File: src/rtl/dot_prod_sequencer.sv
// Purpose : sequences operand reads for one matrix-vector command and drives the reduction
//           unit's clear/enable/shift so each row's chunk results land in its own dot_out lane.
// Latency : first read 1 cycle after accept; done 1 cycle after the final dot_prod_en
//           (unstalled: accept T, done T + rows*chunks + PE_LAT + 1).
// Backpressure: cmd_ready low while a command is in flight; rd_stall holds the read sequence,
//           and stalled cycles travel down the delay line as bubbles.
//
// Ports:
//   clk, rst                  rising-edge clock, synchronous active-high reset
//   cmd_valid/cmd_ready       command handshake; cmd_ready is high only in IDLE
//   cmd_rows, cmd_chunks      rows R (0..PE_COUNT) and chunks per row C
//   cmd_mat_base/vec_base     operand base addresses in chunk units
//   rd_stall                  operand fetch refuses a read this cycle
//   rd_en, mat_addr, vec_addr operand read request
//   dp_clr                    one-cycle clear of the reduction unit, cycle after accept
//   dot_prod_en, shift        reduction enable / lane advance, aligned with pe_res
//   busy, done                command in flight / one-cycle completion pulse
module dot_prod_sequencer #(
    parameter int PE_COUNT = 4,
    parameter int ADDR_W   = 16,
    parameter int CHUNK_W  = 8,
    parameter int PE_LAT   = 2
) (
    input  logic                          clk,
    input  logic                          rst,
    input  logic                          cmd_valid,
    output logic                          cmd_ready,
    input  logic [$clog2(PE_COUNT+1)-1:0] cmd_rows,
    input  logic [CHUNK_W-1:0]            cmd_chunks,
    input  logic [ADDR_W-1:0]             cmd_mat_base,
    input  logic [ADDR_W-1:0]             cmd_vec_base,
    input  logic                          rd_stall,
    output logic                          rd_en,
    output logic [ADDR_W-1:0]             mat_addr,
    output logic [ADDR_W-1:0]             vec_addr,
    output logic                          dp_clr,
    output logic                          dot_prod_en,
    output logic                          shift,
    output logic                          busy,
    output logic                          done
);

    localparam int ROW_W = $clog2(PE_COUNT + 1);

    localparam logic [1:0] S_IDLE  = 2'd0;
    localparam logic [1:0] S_ISSUE = 2'd1;
    localparam logic [1:0] S_DRAIN = 2'd2;
    localparam logic [1:0] S_DONE  = 2'd3;

    // All delay-line stages except the output stage. When none of them holds an
    // enable during DRAIN, the final enable is at (or past) the output stage.
    localparam logic [PE_LAT-1:0] EARLY_MASK = {PE_LAT{1'b1}} >> 1;

    logic [1:0]         state;
    logic [1:0]         state_nxt;

    logic [ROW_W-1:0]   rows_q;
    logic [CHUNK_W-1:0] chunks_q;
    logic [ADDR_W-1:0]  vec_base_q;
    logic [ROW_W-1:0]   row_idx;
    logic [CHUNK_W-1:0] chunk_idx;

    logic [PE_LAT-1:0]  pipe_en;
    logic [PE_LAT-1:0]  pipe_first;

    logic               accept;
    logic               zero_cmd;
    logic               last_chunk;
    logic               last_row;
    logic               early_busy;

    // ------------------------------------------------------------------
    // Handshake and status decode
    // ------------------------------------------------------------------
    always_comb begin
        cmd_ready   = (state == S_IDLE);
        accept      = cmd_valid && cmd_ready;
        zero_cmd    = (cmd_rows == '0) || (cmd_chunks == '0);
        rd_en       = (state == S_ISSUE) && !rd_stall;
        last_chunk  = (chunk_idx == chunks_q - CHUNK_W'(1));
        last_row    = (row_idx == rows_q - ROW_W'(1));
        early_busy  = |(pipe_en & EARLY_MASK);
        busy        = (state == S_ISSUE) || (state == S_DRAIN);
        done        = (state == S_DONE);
        dot_prod_en = pipe_en[PE_LAT-1];
        // pipe_first is only ever set together with pipe_en, so shift is
        // automatically low on bubbles.
        shift       = pipe_first[PE_LAT-1];
    end

    // ------------------------------------------------------------------
    // Next-state logic
    // ------------------------------------------------------------------
    always_comb begin
        state_nxt = state;
        case (state)
            S_IDLE: begin
                // An empty command still passes through DRAIN for one cycle: the
                // delay line is already empty, so done follows dp_clr by one
                // cycle exactly like the tail of a real command.
                if (accept) begin
                    state_nxt = zero_cmd ? S_DRAIN : S_ISSUE;
                end
            end
            S_ISSUE: begin
                if (rd_en && last_chunk && last_row) begin
                    state_nxt = S_DRAIN;
                end
            end
            S_DRAIN: begin
                if (!early_busy) begin
                    state_nxt = S_DONE;
                end
            end
            default: begin
                state_nxt = S_IDLE;
            end
        endcase
    end

    // ------------------------------------------------------------------
    // Control state, command latch and read address generation
    // ------------------------------------------------------------------
    always_ff @(posedge clk) begin
        if (rst) begin
            state      <= S_IDLE;
            rows_q     <= '0;
            chunks_q   <= '0;
            vec_base_q <= '0;
            row_idx    <= '0;
            chunk_idx  <= '0;
            mat_addr   <= '0;
            vec_addr   <= '0;
            dp_clr     <= 1'b0;
        end else begin
            state  <= state_nxt;
            dp_clr <= accept;

            if (accept) begin
                rows_q     <= cmd_rows;
                chunks_q   <= cmd_chunks;
                vec_base_q <= cmd_vec_base;
                row_idx    <= '0;
                chunk_idx  <= '0;
                mat_addr   <= cmd_mat_base;
                vec_addr   <= cmd_vec_base;
            end else if (rd_en) begin
                // Row-major matrix storage makes (r*C + c) contiguous, so the
                // matrix address simply increments on every read, row wrap or not.
                mat_addr <= mat_addr + ADDR_W'(1);
                if (last_chunk) begin
                    chunk_idx <= '0;
                    row_idx   <= row_idx + ROW_W'(1);
                    vec_addr  <= vec_base_q;
                end else begin
                    chunk_idx <= chunk_idx + CHUNK_W'(1);
                    vec_addr  <= vec_addr + ADDR_W'(1);
                end
            end
        end
    end

    // ------------------------------------------------------------------
    // PE latency delay line: shifts every cycle, stalls become bubbles
    // ------------------------------------------------------------------
    always_ff @(posedge clk) begin
        if (rst) begin
            pipe_en    <= '0;
            pipe_first <= '0;
        end else begin
            pipe_en[0]    <= rd_en;
            pipe_first[0] <= rd_en && (chunk_idx == '0);
            for (int i = 1; i < PE_LAT; i++) begin
                pipe_en[i]    <= pipe_en[i-1];
                pipe_first[i] <= pipe_first[i-1];
            end
        end
    end

    // ------------------------------------------------------------------
    // Sanity properties
    // ------------------------------------------------------------------
    // One dot_out lane per row: more rows than lanes would overrun the unit.
    assert property (@(posedge clk) disable iff (rst)
        accept |-> (cmd_rows <= ROW_W'(PE_COUNT)));

    // done marks the end of busy; the two never overlap.
    assert property (@(posedge clk) disable iff (rst)
        done |-> !busy);

    // No reduction enable may still be in flight once done is signalled.
    assert property (@(posedge clk) disable iff (rst)
        done |-> (pipe_en == '0));

endmodule

File: config.mk
export PLATFORM = sky130hd
export DESIGN_NAME = dot_prod_sequencer
export DESIGN_NICKNAME = d
export VERILOG_FILES = /design/src/rtl/dot_prod_sequencer.sv
export SDC_FILE = /design/constraint.sdc
export NUM_CORES = 1
export LEC_CHECK = 0
export CAP_MARGIN = 10
export CORE_UTILIZATION = 52
export CTS_CLUSTER_SIZE = 40
export DETAILED_ROUTE_END_ITERATION = 10
export PLACE_DENSITY_LB_ADDON = 0.2
export SYNTH_ARGS = -nofsm -noshare
export SYNTH_HDL_FRONTEND = slang
export SYNTH_SLANG_ARGS = --single-unit
File: constraint.sdc
create_clock -name clk -period 2.85 [get_ports clk]
set_input_delay 0.4275 -clock clk [delete_from_list [all_inputs] [get_ports clk]]
set_output_delay 0.4275 -clock clk [all_outputs]
set_load 0.01 [all_outputs]
==> Word level (Yosys, flattened, before mapping) <==
Cells that the tools add are included.
{ "classes": {"reduce_logical": 16, "n_addsub": 6, "n_mux": 11, "eq_ne": 8} }
{ "ops": {"columns": ["op", "n"], "rows": [
  ["$mux W16", 5],
  ["$add A16 B1 Y16 const B", 2],
  ["$logic_not A8 Y1", 2],
  ["$add A8 B1 Y8 const B", 1],
  ["$eq A8 B8 Y1", 1],
  ["$mux W2", 4],
  ["$mux W8", 1],
  ["$sub A8 B1 Y8 const B", 1],
  ["$pmux W2 S3", 1],
  ["$logic_and A1 B1 Y1", 5],
  ["$eq A2 B2 Y1 const B", 2],
  ["$ne A2 B1 Y1 const B", 2],
  ["$add A3 B1 Y3 const B", 1],
  ["$eq A3 B3 Y1", 1],
  ["$logic_not A3 Y1", 1],
  ["$reduce_and A3 Y1", 1],
  ["$sub A3 B1 Y3 const B", 1],
  ["$eq A2 B1 Y1 const B", 1],
  ["$logic_not A2 Y1", 1],
  ["$logic_or A1 B1 Y1", 2],
  ["$ne A2 B2 Y1 const B", 1],
  ["$reduce_and A2 Y1", 1],
  ["$reduce_bool A2 Y1", 1],
  ["$reduce_or A2 Y1", 1],
  ["$logic_not A1 Y1", 1]
]} }
{ "word_totals": {"ff_bits": 77, "output_inout_bits": 39, "input_bits": 47} }

==> Depth between registers and ports, before layout <==
Gate-level depths: netlist of the first run.
{ "depth": {"depth_word": 6, "depth_mapped": 10, "depth_no_buf": 9} }

==> Least setup slack after synthesis of the first run <==
No wires, ideal clock.
{ "synth_path": {"path_kind": "register to register", "start": "reg chunks_q[0]", "end": "reg row_idx[2]", "period_less_slack_ps": 2144, "stages_incl_launch_ff": 11, "arrival_time_ps": 2014, "slack_ps": 706, "setup_ps": 130, "path_cell_list": "dfxtp_1 -> inv_1 -> ha_1 -> clkbuf_2 -> o21bai_1 -> a211o_1 -> a21oi_1 -> o21ai_1 -> buf_2 -> o311ai_1 -> o31ai_1"} }
{ "synth_via": {"elab_chain_cells": 3} }
{ "synth_rtl": {"columns": ["item", "line_no", "rtl"], "rows": [
  ["start: declaration", "58", "logic [CHUNK_W-1:0] chunks_q;"],
  ["start signal: assignment", "141", "chunks_q <= cmd_chunks;"],
  ["$sub A8 B1 Y8", "80", "last_chunk = (chunk_idx == chunks_q - CHUNK_W'(1));"],
  ["$eq A8 B8 Y1", "80", null],
  ["$reduce_and A2 Y1 (no source line)", null, null],
  ["end signal: assignment", "153", "row_idx <= row_idx + ROW_W'(1);"],
  ["end: declaration", "60", "logic [ROW_W-1:0] row_idx;"]
]} }
Every way passes these cells.
A chain may end at the register's enable or synchronous reset.

==> Final worst setup path of the first run <==
{ "layout_path": {"start": "reg state[1]", "end": "out rd_en"} }
{ "layout_via": {"elab_chain_cells": 2} }
{ "layout_rtl": {"columns": ["item", "line_no", "rtl"], "rows": [
  ["start: declaration", "54", "logic [1:0] state;"],
  ["start signal: assignment", "136", "state <= state_nxt;"],
  ["$eq A2 B1 Y1", "79", "rd_en = (state == S_ISSUE) && !rd_stall;"],
  ["$logic_and A1 B1 Y1", "79", null],
  ["end: declaration", "33", "output logic rd_en,"]
]} }
Every way passes these cells.

==> results.py, run 1 <==
metrics = {
    "run_status": {
        "status": "completed",
    },
    "setup_path": {
        "critPathArrivalTime_ns": 2.20,
        "path_class": "flip-flop to primary output",
        "cp-end-kind": "primary output",
        "crit_fanout": 12,
        "crit_chain": "inv_1 -> ha_1 -> nand2b_1 -> clkinv_1 -> clkdlybuf4s50_1",
        "cp_slowest_cell": "clkdlybuf4s50_1",
        "slowest_delay_ns": 0.62,
        "path_buf_inv": 3,
        "worst_ep_required_time_ns": 2.42,
        "crit_family": "buffers and inverters",
        "worstSetupStartpointType": "flip-flop",
    },
    "floorplanning": {
        "core-area_um2": 7770,
        "dieArea_um2": 8440,
        "boundaryPins": 86,
        "placementRows": 32,
        "initial_core_util": 0.540,
        "die_h_um": 91.8,
        "dieWidth_um": 91.8,
    },
    "synthesis": {
        "synth_nets": 592,
        "synth_adder_area_share": 0.0358,
        "yosys.area_share.simple": 0.259,
        "muxShareOfSynthArea": 0.00537,
        "synth_xor_xnor_area_share": 0.0897,
        "synthTopCellsByCount": "nand2_1 (86), dfxtp_1 (77), nor2_1 (44)",
        "synth.most_common_cell": "nand2_1",
        "syn_area_per_cell_um2": 7.88,
        "synth_edf_count": 0,
        "syn-instance-count": 533,
        "ys_ff_latch": 77,
        "synthTopCellsByArea": "dfxtp_1 (37%), nand2_1 (7.7%), xor2_1 (5.0%)",
        "synthDominantCellAreaShare": 0.367,
        "async_flop_share": 0,
        "ys_seq_area_frac": 0.367,
        "netlist_area_um2": 4200,
        "ys.warnings.count": 0,
        "synth_ff_type": "dfxtp_1",
        "synth_top_family_by_area": "simple AND/OR/NAND/NOR gates",
        "yosys.area.top_type": "dfxtp_1",
        "ys_types": 53,
        "synth-compound-area-share": 0.196,
    },
    "clock_network": {
        "post_cts_buffers": 0,
        "root_buffer": "clkbuf_8",
        "clk_pin_slew_worst_paths_ns": 0.08,
        "cts_sinks": 77,
        "clk_latency_ns": 0.36,
        "clock_path_buffers": 2,
        "postCtsResizedCells": 0,
        "cts_tree": "done",
        "ctsHoldBuffers": 0,
        "cts_buffers": 9,
        "cts_max_level": 3,
    },
    "drt": {
        "wl_um": 11200,
        "detail_route.wl_per_cell_um": 15.6,
        "ant_nets": 0,
        "vias": 4175,
        "drt_first_pass_iters": 6,
        "via_per_inst": 5.83,
        "drt_iter0_drc": 194,
        "remaining_drc_errors": 0,
    },
    "placed_design": {
        "port_buffers": 85,
        "dp_slack_ns": 0.385,
        "dpl.hpwl_um": 7770,
        "gp_congestion": 0.838,
    },
    "finish": {
        "multi_input_area_um2": 2460,
        "area_growth_pct": 27.4,
        "final_nets": 668,
        "num-fill-cells": 669,
        "diodes": 0,
        "layout-drive-gt1-share": 0.0603,
        "final_util": 0.689,
        "regArea_um2": 1540,
    },
    "pwr": {
        "p_comb_frac": 0.398,
        "peakVddDrop_mv": 0.391,
        "p_per_area_nw_per_um2": 749,
        "p_leak_uw": 0.00191,
        "swShare": 0.380,
        "finalPower_uw": 4010,
        "p_seq_frac": 0.386,
        "power.share.clock": 0.216,
        "p_int_uw": 2480,
        "p_sw_uw": 1520,
    },
    "global_routing": {
        "grt_pass1_wl_um": 18400,
        "antenna_found_initial": 0,
        "grt_pass1_vias": 3920,
        "grt_usage": 0.273,
        "grt_overflow_total": 0,
        "grt_max_degree": 65,
    },
    "timing": {
        "hold_ws_ns": 0.453,
        "setup_violations": 0,
        "timing.final.ws_setup_ns": 0.219,
        "clock.fmax_mhz": 380,
        "worst_pin_slew_ns": 0.659,
        "timing.final.crit_share": 0.923,
        "rsz0062_at_grt": "no",
        "drv_slew": 0,
        "skew_ns": 0.00911,
        "relSlewSlack": 0.561,
        "tns_ns": 0,
        "hold_violations": 0,
        "post-route-min-period_ns": 2.63,
    },
    "job": {
        "max-cap-violations": 0,
    },
    "min_path": {
        "hold_path_class": "flip-flop to flip-flop",
    },
}
==> state kept, by name (all words and copies together) (netlist names) <==
name / count
chunk_idx: 8
chunks_q: 8
dp_clr: 1
mat_addr: 16
pipe_en: 2
pipe_first: 2
row_idx: 3
rows_q: 3
state: 2
vec_addr: 16
vec_base_q: 16
==> per-layer routing <==
metal | wire (um) | vias up | track usage
met1 | 5090 | 1989 | 0.357
met4 | 166 | 0 | 0.113
met5 | 0 | - | 0
met2 | 5370 | 115 | 0.447
met3 | 540 | 14 | 0.0456
li1 | - | 2057 | -
==> cell usage in the layout, fill, tap and decap left out, types with 3 or more instances in the layout <==
cell type and n:
or3_1 5, o22ai_1 3, nand2b_1 3, nor3_1 11, a211o_1 3, o311ai_0 5, nand3_1 27, ha_1 12
o221ai_1 4, xor2_1 24, and4_1 4, and3_1 7, nand4_1 11, a211oi_1 19, a21o_1 5, nand2_1 85
buf_4 16, and2_1 4, clkbuf_8 11, inv_1 12, and3b_1 4, nor2_1 44, o31ai_1 4, dfxtp_1 77
xnor2_1 19, or4_1 3, a21oi_1 39, nor4_1 10, clkdlybuf4s50_1 84, o21ai_0 15, o211ai_1 7, a311oi_1 4
==> cell families (layout without fill, tap and decap cells) <==
group,after synthesis,after routing
simple gates,226,226
mux,2,2
buf+inv,49,130
compound gates,124,124
fa+ha+maj,12,12
flops,77,77
xor+xnor,43,43
==> power groups by stage <==
| stage | Sequential [uW] | Clock (uW) | Combinational (uW) |
|---|---|---|---|
| 3_3_place_gp | 1550 | 0 | 1550 |
| 6_report | 1550 | 864 | 1600 |
| 3_5_place_dp | 1560 | 0 | 1590 |
| 4_1_cts | 1540 | 867 | 1600 |
| 5_1_grt | 1570 | 923 | 1760 |
| 2_1_floorplan | 1560 | 0 | 934 |
==> path summary, 6_finish.rpt <==
check	depth (start not counted)	from	slack, ns	end
worst max register to register	9	chunks_q[0]	0.34	vec_addr[12]
worst min register to register	2	vec_base_q[15]	0.45	vec_base_q[15]
worst min-delay path	2	vec_base_q[15]	0.45	vec_base_q[15]
worst max-delay path	5	state[1]	0.22	rd_en
==> area by class of cell <==
cell class / count / area share
multi-input cells: 407 / 0.460
inverters: 13 / 0.00912
repair buffers: 101 / 0.181
well taps: 102 / 0.0239
clock inverters: 3 / 0.00819
flip-flops and latches: 77 / 0.288
clock buffers: 13 / 0.0297
==> through the flow <==
stage | std cells | cell area [um^2]
6_report | 716 | 5350
5_1_grt | 716 | 5350
4_1_cts | 716 | 5350
3_5_place_dp | 700 | 5150
3_3_place_gp | 700 | 5150
2_1_floorplan | 533 | 4200
==> worst reg2reg max path, cell delays in order (launching register included) <==
cell and delay (ns):
dfxtp_1 0.36, inv_1 0.08, ha_1 0.30, or3b_1 0.40
nand3_1 0.09, a21oi_1 0.08, o21ai_1 0.42, buf_4 0.32
nor4_1 0.08, a211o_1 0.28
Note: power is estimated with default switching activity, not from simulation.
==> inputs of run 2 (changes only) <==
Settings changed: CAP_MARGIN 10 to not set.
==> results of run 2 <==
Final layout, timing and power as in run 1 (identical DEF).
==> inputs of run 3 (changes only) <==
Settings changed: CORE_ASPECT_RATIO set to 1.75.
==> results.py, run 3 (synthesis results as in run 1) <==
metrics = {
    "run_status": {
        "status": "completed",
    },
    "global_routing": {
        "grt_pass1_vias": 4080,
        "antenna_found_initial": 0,
        "grt_max_degree": 65,
        "grt_usage": 0.285,
        "grt_overflow_total": 0,
        "grt_pass1_wl_um": 19000,
    },
    "finish": {
        "largestRegisters": "mat_addr (16), vec_addr (16), vec_base_q (16)",
        "stdcell_area_um2": 5400,
        "layout-drive-gt1-share": 0.0604,
        "final_nets": 667,
        "final_cells": 703,
        "area_growth_pct": 28.7,
        "diodes": 0,
        "layout_common_cells": "nand2_1 (85), clkdlybuf4s50_1 (84), dfxtp_1 (77), nor2_1 (44), a21oi_1 (39)",
        "layout.cells.most_common": "nand2_1",
    },
    "drt": {
        "drt_first_pass_iters": 5,
        "wl_um": 11900,
        "vias": 4250,
        "m1WireLength_um": 4580,
        "ant_nets": 0,
        "via_per_inst": 6.05,
        "remaining_drc_errors": 0,
        "route.met2.wl_um": 6350,
        "wl_met3_um": 439,
        "drt_iter0_drc": 238,
        "detail_route.wl_per_cell_um": 16.9,
        "top_layer_used": "met4",
    },
    "setup_path": {
        "crit_cells": 5,
        "worstSetupStartpointType": "flip-flop",
        "cp_slowest_cell": "clkdlybuf4s50_1",
        "path_buf_inv": 3,
        "critPathArrivalTime_ns": 2.14,
        "worst_ep_required_time_ns": 2.42,
        "crit_family": "buffers and inverters",
        "rr_worst_depth": 9,
        "crit_chain": "inv_1 -> ha_1 -> nand2b_1 -> clkinv_1 -> clkdlybuf4s50_1",
        "crit_fanout": 12,
        "cp-end-kind": "primary output",
        "slowest_delay_ns": 0.60,
        "path_class": "flip-flop to primary output",
    },
    "pwr": {
        "finalPower_uw": 4230,
        "p_leak_uw": 0.00193,
        "p_per_area_nw_per_um2": 783,
        "peakVddDrop_mv": 0.454,
    },
    "clock_network": {
        "root_buffer": "clkbuf_16",
        "clock_path_buffers": 2,
        "clk_latency_ns": 0.35,
        "cts_tree": "done",
        "cts_max_level": 3,
        "clk_pin_slew_worst_paths_ns": 0.06,
        "cts_buffers": 9,
        "post_cts_buffers": 0,
        "cts_sinks": 77,
        "ctsHoldBuffers": 0,
        "postCtsResizedCells": 0,
    },
    "timing": {
        "worst_pin_slew_ns": 0.749,
        "hold_violations": 0,
        "timing.final.crit_share": 0.900,
        "tns_ns": 0,
        "skew_ns": 0.00886,
        "relSlewSlack": 0.499,
        "drv_slew": 0,
        "hold_ws_ns": 0.449,
        "rsz0062_at_grt": "no",
        "setup_violations": 0,
        "post-route-min-period_ns": 2.57,
        "clock.fmax_mhz": 390,
    },
    "placed_design": {
        "dpl.hpwl_um": 8540,
        "place_area_um2": 5120,
        "gp_congestion": 0.825,
        "dpl.cell_count": 687,
        "port_buffers": 85,
    },
    "floorplanning": {
        "dieWidth_um": 69.9,
        "placementRows": 43,
        "dieArea_um2": 8450,
        "initial_core_util": 0.534,
        "die_h_um": 121,
        "core-area_um2": 7860,
        "boundaryPins": 86,
    },
    "min_path": {
        "hold_path_class": "flip-flop to flip-flop",
        "worst_hold_path.num_cells": 2,
    },
    "job": {
        "max-cap-violations": 0,
    },
}
run 3: per-layer routing:
layer,up-vias,global-route usage
met1,2043,0.310
li1,2048,-
met4,0,0.166
met5,-,0
met3,36,0.0341
met2,123,0.520
run 3: layout make-up:
type | instances | area (um^2)
timing repair buffer | 100 | 958
fill | 672 | 2450
multi-input combinational | 407 | 2460
tap | 90 | 113
clock buffer | 11 | 243
clock inverter | 5 | 36.3
sequential | 77 | 1540
inverter | 13 | 48.8
run 3: worst reg2reg max path: stages (launching register included):
cell and delay (ns):
dfxtp_1 0.35, inv_1 0.07, ha_1 0.28, or3b_1 0.40, nand3_1 0.09, a21oi_1 0.08
o21ai_1 0.43, buf_4 0.33, nor4_1 0.09, a211o_1 0.29
run 3: final timing paths:
| check | slack, ns | start | endpoint |
|---|---|---|---|
| min reg2reg | 0.45 | vec_base_q[5] | vec_base_q[5] |
| min | 0.45 | vec_base_q[5] | vec_base_q[5] |
| max | 0.28 | state[1] | rd_en |
| max reg2reg | 0.33 | chunks_q[0] | vec_addr[12] |
run 3: power by group:
part	total (uW)	switching, uW	leakage [uW]	internal, uW
registers	1550	263	0.000632	1290
clock network	1070	456	0.000128	613
logic	1610	870	0.00117	740
run 3: through the flow:
step | setup slack [ns] | util
5_1_grt | 0.156 | 0.688
3_3_place_gp | 0.443 | 0.652
4_1_cts | 0.306 | 0.688
6_report | 0.284 | 0.688
2_1_floorplan | 0.706 | -
3_5_place_dp | 0.362 | 0.652
